## config.mk

```make
export PLATFORM = sky130hd
export DESIGN_NAME = seg7_capture
export DESIGN_NICKNAME = d
export VERILOG_FILES = /design/src/rtl/seg7_pkg.sv /design/src/rtl/seg7_dec.sv /design/src/rtl/seg7_capture.sv
export SDC_FILE = /design/constraint.sdc
export NUM_CORES = 1
export LEC_CHECK = 0
export BUFFER_PORTS_ARGS = -buffer_cell sky130_fd_sc_hd__buf_2
export CORE_MARGIN = 4
export CORE_UTILIZATION = 35
export CTS_CLUSTER_SIZE = 25
export DETAILED_ROUTE_END_ITERATION = 6
export GPL_ROUTABILITY_DRIVEN = 0
export PLACE_DENSITY_LB_ADDON = 0.05
export SYNTH_ARGS = -nofsm -noshare
export SYNTH_HDL_FRONTEND = slang
export SYNTH_SLANG_ARGS = --single-unit
```

## constraint.sdc

```tcl
create_clock -name clk -period 4.08 [get_ports clk]
set_input_delay 0.408 -clock clk [delete_from_list [all_inputs] [get_ports clk]]
set_output_delay 0.408 -clock clk [all_outputs]
set_load 0.02 [all_outputs]
```

## src/rtl/seg7_pkg.sv

```systemverilog
// seg7_pkg: active-low 7-segment pattern constants, capture FSM states and anode helper.
package seg7_pkg;
    localparam logic [6:0] SEG_0     = 7'b1000000;
    localparam logic [6:0] SEG_1     = 7'b1111001;
    localparam logic [6:0] SEG_2     = 7'b0100100;
    localparam logic [6:0] SEG_3     = 7'b0110000;
    localparam logic [6:0] SEG_4     = 7'b0011001;
    localparam logic [6:0] SEG_5     = 7'b0010010;
    localparam logic [6:0] SEG_6     = 7'b0000010;
    localparam logic [6:0] SEG_7     = 7'b1111000;
    localparam logic [6:0] SEG_8     = 7'b0000000;
    localparam logic [6:0] SEG_9     = 7'b0010000;
    localparam logic [6:0] SEG_A     = 7'b0001000;
    localparam logic [6:0] SEG_B     = 7'b0000011;
    localparam logic [6:0] SEG_C     = 7'b1000110;
    localparam logic [6:0] SEG_D     = 7'b0100001;
    localparam logic [6:0] SEG_E     = 7'b0000110;
    localparam logic [6:0] SEG_F     = 7'b0001110;
    localparam logic [6:0] SEG_BLANK = 7'b1111111;

    typedef enum logic [1:0] {IDLE, SETTLE, HOLD} cap_state_t;

    function automatic logic an_valid(input logic [3:0] an);
        return $countones(~an) == 1;
    endfunction
endpackage

```

## src/rtl/seg7_dec.sv

```systemverilog
// seg7_dec: active-low segment pattern -> BCD/hex value, blank and error flags.
// Hex letters A..F decode only when SEG7_CAP_HEX_EN is defined.
module seg7_dec
    import seg7_pkg::*;
(
    input  logic [6:0] seg,
    output logic [3:0] val,
    output logic       blank,
    output logic       err
);
    always_comb begin
        val = 4'd0;
        blank = seg == SEG_BLANK;
        err = 1'b0;
        case (seg)
            SEG_0: val = 4'd0;
            SEG_1: val = 4'd1;
            SEG_2: val = 4'd2;
            SEG_3: val = 4'd3;
            SEG_4: val = 4'd4;
            SEG_5: val = 4'd5;
            SEG_6: val = 4'd6;
            SEG_7: val = 4'd7;
            SEG_8: val = 4'd8;
            SEG_9: val = 4'd9;
`ifdef SEG7_CAP_HEX_EN
            SEG_A: val = 4'd10;
            SEG_B: val = 4'd11;
            SEG_C: val = 4'd12;
            SEG_D: val = 4'd13;
            SEG_E: val = 4'd14;
            SEG_F: val = 4'd15;
`endif
            default: err = ~blank;
        endcase
    end
endmodule

```

## src/rtl/seg7_capture.sv

```systemverilog
// seg7_capture: samples a multiplexed active-low 7-segment bus and rebuilds 4-digit frames.
// Define SEG7_CAP_HEX_EN to also decode hex letters A..F.
module seg7_capture
    import seg7_pkg::*;
#(
    parameter int SETTLE_CYC = 4,
    parameter int TIMEOUT_W  = 18
) (
    input  logic       clk,
    input  logic       rst_n,
    input  logic [6:0] seg_in,
    input  logic       dp_in,
    input  logic [3:0] an_in,
    output logic [3:0] d3,
    output logic [3:0] d2,
    output logic [3:0] d1,
    output logic [3:0] d0,
    output logic [3:0] blank,
    output logic [3:0] dp_out,
    output logic [3:0] digit_err,
    output logic       frame_pulse,
    output logic       frame_valid,
    output logic       stale
);
    localparam int SW = $clog2(SETTLE_CYC) + 1;

    logic [11:0] sync1, s, s_prev;
    logic [SW-1:0] stab_cnt;
    logic [TIMEOUT_W-1:0] to_cnt;
    cap_state_t state;
    logic [3:0] cur_an, mask, cap_mask, dig [4];
    logic [3:0] dec_val;
    logic dec_blank, dec_err, capture;

    wire [3:0] s_an  = s[11:8];
    wire [6:0] s_seg = s[7:1];
    wire       s_dp  = s[0];

    seg7_dec u_dec (.seg(s_seg), .val(dec_val), .blank(dec_blank), .err(dec_err));

    // s==s_prev guards against capturing a sample that changed on the very edge the count matured
    assign capture  = state == SETTLE && an_valid(s_an) && stab_cnt == SW'(SETTLE_CYC - 1) && s == s_prev;
    assign cap_mask = capture ? ~s_an : 4'h0;
    assign {d3, d2, d1, d0} = {dig[3], dig[2], dig[1], dig[0]};

    always_ff @(posedge clk or negedge rst_n) begin
        if (!rst_n) begin
            sync1 <= '0;
            s <= '0;
            s_prev <= '0;
            stab_cnt <= '0;
            state <= IDLE;
            cur_an <= 4'hF;
            blank <= '0;
            dp_out <= '0;
            digit_err <= '0;
            for (int i = 0; i < 4; i++) dig[i] <= '0;
        end else begin
            sync1 <= {an_in, seg_in, dp_in};
            s <= sync1;
            s_prev <= s;
            stab_cnt <= s != s_prev ? '0 : &stab_cnt ? stab_cnt : stab_cnt + 1'b1;
            case (state)
                IDLE: if (an_valid(s_an)) state <= SETTLE;
                SETTLE: begin
                    if (!an_valid(s_an)) state <= IDLE;
                    else if (capture) begin
                        state <= HOLD;
                        cur_an <= s_an;
                    end
                end
                HOLD: if (s_an != cur_an) state <= an_valid(s_an) ? SETTLE : IDLE;
                default: state <= IDLE;
            endcase
            for (int i = 0; i < 4; i++) begin
                if (cap_mask[i]) begin
                    dig[i] <= dec_val;
                    blank[i] <= dec_blank;
                    dp_out[i] <= ~s_dp;
                    digit_err[i] <= dec_err;
                end
            end
        end
    end

    always_ff @(posedge clk or negedge rst_n) begin
        if (!rst_n) begin
            mask <= '0;
            frame_pulse <= 1'b0;
            frame_valid <= 1'b0;
            stale <= 1'b1;
            to_cnt <= '0;
        end else begin
            frame_pulse <= mask == 4'hF;
            mask <= (mask == 4'hF ? 4'h0 : mask) | cap_mask;
            to_cnt <= frame_pulse ? '0 : &to_cnt ? to_cnt : to_cnt + 1'b1;
            if (mask == 4'hF) begin
                frame_valid <= 1'b1;
                stale <= 1'b0;
            end else if (&to_cnt && !frame_pulse) begin
                frame_valid <= 1'b0;
                stale <= 1'b1;
            end
        end
    end
endmodule
```

# == Word level (Yosys, flattened, before mapping) ==
# Index checks and enable logic that the tools add are counted.
# classes
muxes,18
reduce_logical,13
bitwise_logic,4
add_sub_neg,5
n_eq_ne,23
# ops
operator,count
two-way mux 18 bit,2
case mux 4 bit (9 select lines),1
"equality test 7 bit, second input constant",4
"equality test 7 x 5 -> 1 bit, second input constant",3
"adder 18 x 1 -> 18 bit, second input constant",1
AND reduction 18 bit,1
"equality test 7 x 6 -> 1 bit, second input constant",2
equality test 12 bit,1
!= test 12 bit,1
OR reduction 10 bit,1
AND reduction 3 bit,3
two-way mux 2 bit,4
two-way mux 4 bit,2
"!= test 2 bit, second input constant",4
"equality test 7 x 2 -> 1 bit, second input constant",1
logical NOT 7 bit,1
two-way mux 1 bit,6
two-way mux 3 bit,2
case mux 2 bit (3 select lines),1
adder 1 x 1 -> 2 bit,2
"equality test 4 bit, second input constant",1
logical AND 1 bit,4
!= test 4 bit,1
inverter 4 bit,1
12 further kinds,13
# totals
input_bits,14
reg_bits,98
output_inout_bits,31
elab_cells,90

# == Depth between registers and ports, before layout ==
# logic_depth
ltp_word,10
depth_mapped,9

# == Cells and area by module ==
# From an unflattened synthesis, not the netlist that was laid out.
# unflattened
hier_cells,310
hier_area_um2,4047.6
# by_module_without_submodules
mod,n_inst,seq_area_each_um2,area_per_inst_um2,cells_per_inst
seg7_capture,1,2458.6,3813.7,275
seg7_dec,1,0.0,234.0,35

# == Least setup slack after synthesis ==
# No wires, ideal clock.
# synth_path
path_kind,register -> register
from,reg s[8]
to,reg cur_an[0]
setup_slack_ps,975
arrival_time_ps,3023
synth_period_minus_slack_ps,3105
setup_time_ps,82
path_stages_with_launch,10
cell_sequence,dfrtp_1 -> fa_1 -> inv_1 -> ha_1 -> ha_1 -> or3b_4 -> or3_1 -> or4_1 -> buf_6 -> mux2_4
# synth_between
elab_chain_cells,8
word_cells_on_any_way,9
classes_between,add/sub: 2; eq/ne: 2; bitwise: 1; reduce/logical: 4
# synth_lines
element,line_no,text
from (decl),seg7_capture.sv:27,"logic [11:0] sync1, s, s_prev;"
from (signal assigned),seg7_capture.sv:60,s <= sync1;
inverter 4 bit,seg7_pkg.sv:24,return $countones(~an) == 1;
adder 1 x 1 -> 2 bit (not written as such),seg7_pkg.sv:24,
adder 2 x 2 -> 3 bit (not written as such),seg7_pkg.sv:24,
equality test 3 x 1 -> 1 bit,seg7_pkg.sv:24,
logical AND 1 bit (3 in a row),seg7_capture.sv:42,assign capture = state == SETTLE && an_valid(s_an) && stab_cnt == SW'(SETTLE_CYC - 1) && s == s_prev;
AND reduction 3 bit (no line),--,
to (signal assigned),seg7_capture.sv:69,cur_an <= s_an;
to (decl),seg7_capture.sv:31,"logic [3:0] cur_an, mask, cap_mask, dig [4];"
# Several ways; a longest one is shown, not always the timed one.
# A chain may end at the register's enable or synchronous reset.

# == Worst setup path in the final report ==
# layout_path
from,reg s[8]
to,reg dig (netlist bit d1[2])
# layout_between
elab_chain_cells,8
word_cells_on_any_way,9
classes_between,add/sub: 2; eq/ne: 2; mux: 1; bitwise: 1; reduce/logical: 3
# layout_lines
element,line_no,text
inverter 4 bit,seg7_pkg.sv:24,
adder 1 x 1 -> 2 bit (not written as such),seg7_pkg.sv:24,
adder 2 x 2 -> 3 bit (not written as such),seg7_pkg.sv:24,
equality test 3 x 1 -> 1 bit,seg7_pkg.sv:24,
logical AND 1 bit (2 in a row),seg7_capture.sv:42,
logical AND 1 bit *,seg7_capture.sv:42,
two-way mux 4 bit *,seg7_capture.sv:43,assign cap_mask = capture ? ~s_an : 4'h0;
"to (signal, indexed assignment)",seg7_capture.sv:77,dig[i] <= dec_val;
to (decl),seg7_capture.sv:31,
# Every way passes the cells marked *; elsewhere a longest branch is shown, timed or not.

==> results.md <==
* Async set-reset flop share out of synthesis at 100%
* Final Net Count at 413
* Status: completed
* WP data arrival at 3680 ps
* DRC violations left at 0
* H-tree depth at 3
* N_diodes at 0
* Die W at 118 um
* CP Class: register to register
* Synth Flop Type: dfrtp_1
* Final slew viol count at 0
* Vias in the first global route at 2691
* Initial core utilization at 35.6%
* ANT nets after route at 0
* Sequential fraction of the synthesis area at 57.7%
* Gr ovfl total at 0
* Initial DRC Count at 189
* Met3 GRT Util at 4.31%
* Synthesis warning total at 0
* Post-layout power at 1960 uW
* Netlist Area Pre-Place at 4260 um^2
* Max-cap violations at 0
* Setup Skew at 12.3 ps
* CP Max Fanout at 8
* Post-synthesis register bit count at 98
* Met2 Track Usage GR at 18.9%
* Switch share at between 20% and 30%
* Placed Cells at 527
* Clock sinks at between 90 and 100
* Core area at 12000 um^2
* Rel. slew slack at a little under a quarter
* Clock Path Buffers at 2
* Class of the worst hold path: primary input to register
* Pin count of the biggest net entering global routing at 37
* RSZ-0062 raised after global routing: false
* Worst-path clk slew at around 70 ps
* Yosys top cell area share at 54.7%
* Most numerous cell in the Yosys netlist: dfrtp_1
* Layout cell share with drive strength beyond 1 at 24.4%
* First-pass GRT wire length at 14800 um
* Die Height at approximately 120 um
* Final non-filler cell total at between 500 and 600
* Floorplan row count at 40
* Hold Vio Cnt, Final at 0
* # IOs at 45
* Clk_lat worst skew at 350 ps
* Detailed-placement wirelength estimate at about 6000 um
* Gr usage total at a little over an eighth
* Routed via count at 2697
* Mapped Nets at 364
* Area contributors post-synth: dfrtp_1, mux2i_1, inv_1
* Full die area at 14000 um^2
* Clk pwr share at 44.3%
* Post-CTS Setup Bufs at 0
* Root buf cell: clkbuf_16
* Combinational Power Share at 3.9%
* Flop pwr share at around 52%
* Setup_tns at 0 ps
* DR vias/cell at 4.96
* CP required at ~4400 ps
* Port bufs at 44
* TritonCTS clock tree: yes
* Synthesis-to-layout area growth at 15.9%
* Syn Area/Cell at 12.4 um^2
* Distinct cells, synth at 60
* Startpoint type of the worst setup path: register
* Worst setup EP type: register
* Synth cell count leaders: dfrtp_1, inv_1, mux2i_1
* Final Setup Violations at 0
* Post-synth EDFFs at 0
* Pre-antenna DRT Iters at 4
* Initial antenna violation count at 0
* Measured slew at the worst slew-check pin at 1140 ps
* Synth area leader: dfrtp_1
* Tcrit/Tclk final at 83.7%
* Busiest grt layer: met1
* WL final at roughly 8700 um
* Internal power at roughly 1500 uW
* Post-layout min period at about 3400 ps
* Num CTS Buffers at 9
* Fmax at 293 MHz
* Met1 GRT Util at slightly below 20%
* Syn Inst Count at 343
* WL per Instance at 16.0 um
* NetSw at 438 uW
* Peak VDD IR at 0.269 mV
* Pwr dens at around 400 nW/um^2
* Leakage at 0.00225 uW
-- worst max-delay path: stages, from the launching register on --
cell,delay (ps)
dfrtp_1,490
fa_1,560
inv_1,40
ha_1,170
ha_1,280
or3b_4,430
or4_4,500
nor4_4,600
mux2i_1,260
-- area by class of cell --
| type | count | area [um^2] |
|---|---|---|
| Multi-Input combinational cell | 196 | 1580 |
| Timing Repair Buffer | 50 | 270 |
| Clock buffer | 11 | 243 |
| Tap cell | 147 | 184 |
| Fill cell | 1145 | 7030 |
| Inverter | 37 | 139 |
| Sequential cell | 98 | 2460 |
| Clock inverter | 5 | 60.1 |
-- kinds of logic (layout without fill, tap and decap cells) --
family	count (synthesis)	count (layout)	share of synthesized area [%]
flip-flops	98	98	57.7
AND/OR/NAND/NOR	86	86	14.5
AO/OA/AOI/OAI	50	50	7.93
buffers and inverters	49	103	5.17
multiplexers	35	35	8.76
XOR/XNOR	18	18	3.70
adder cells (fa/ha/maj)	7	7	2.23
-- worst paths after layout --
| kind | start | end | slack (ps) | cells past startpoint |
|---|---|---|---|---|
| min in group asynchronous | rst_n | digit_err[0] | 530 | 2 |
| worst max register to register | s[8] | d1[2] | 660 | 8 |
| worst min-delay path | dp_in | sync1[0] | 170 | 1 |
| worst min register to register | sync1[2] | s[2] | 340 | 0 |
| worst max-delay path | s[8] | d1[2] | 660 | 8 |
| max in group asynchronous | rst_n | cur_an[1] | 2730 | 3 |
-- timing repair --
item / in CTS / in global routing
gates resized for setup: 0 / 0
hold buffers: 1 / 0
hold endpoints to repair: 29 / 0
-- placed cells by master (no fill, tap or decap), drive strengths merged, types with 7 or more instances in the layout --
master	synthesis	layout
clkbuf	8	11
buf	4	49
and3	7	7
nor2	8	8
mux2i	29	29
nand4	9	9
xnor2	13	13
dfrtp	93	93
nand2	15	15
a21oi	10	10
or4	8	8
o21ai	10	10
nor4	8	8
inv	37	39
-- stage by stage --
stage	utilization (%)	area [um^2]	hold WS, ps	worst slack [ps]
5_1_grt	41.2	4930	143	486
3_3_place_gp	38.6	4620	333	683
4_1_cts	41.2	4930	149	609
2_1_floorplan	-	4260	112	975
3_5_place_dp	38.6	4620	336	648
6_report	41.2	4930	167	664
-- per-layer routing --
layer | wire length (um) | up-vias
li1 | - | 1310
met1 | 4430 | 1346
met2 | 3890 | 34
met3 | 288 | 7
met4 | 106 | 0
met5 | 0 | -
-- state kept, by name, summed over array words and instances (netlist names) --
register     flops
d1               4
mask             4
stab_cnt         3
s               12
blank            4
cur_an           4
d2               4
sync1           12
state            2
dp_out           4
d0               4
s_prev          12
frame_pulse      1
digit_err        4
to_cnt          18
frame_valid      1
d3               4
stale            1
-- power by group through the flow --
stage          clock network [uW]  logic (uW)  registers (uW)
3_5_place_dp                    0        78.4            1030
3_3_place_gp                    0        77.6            1030
5_1_grt                       945        88.1            1020
2_1_floorplan                   0        51.7            1020
4_1_cts                       898        79.4            1010
6_report                      866        76.2            1010
No activity file was read; power rests on OpenSTA's default activity.
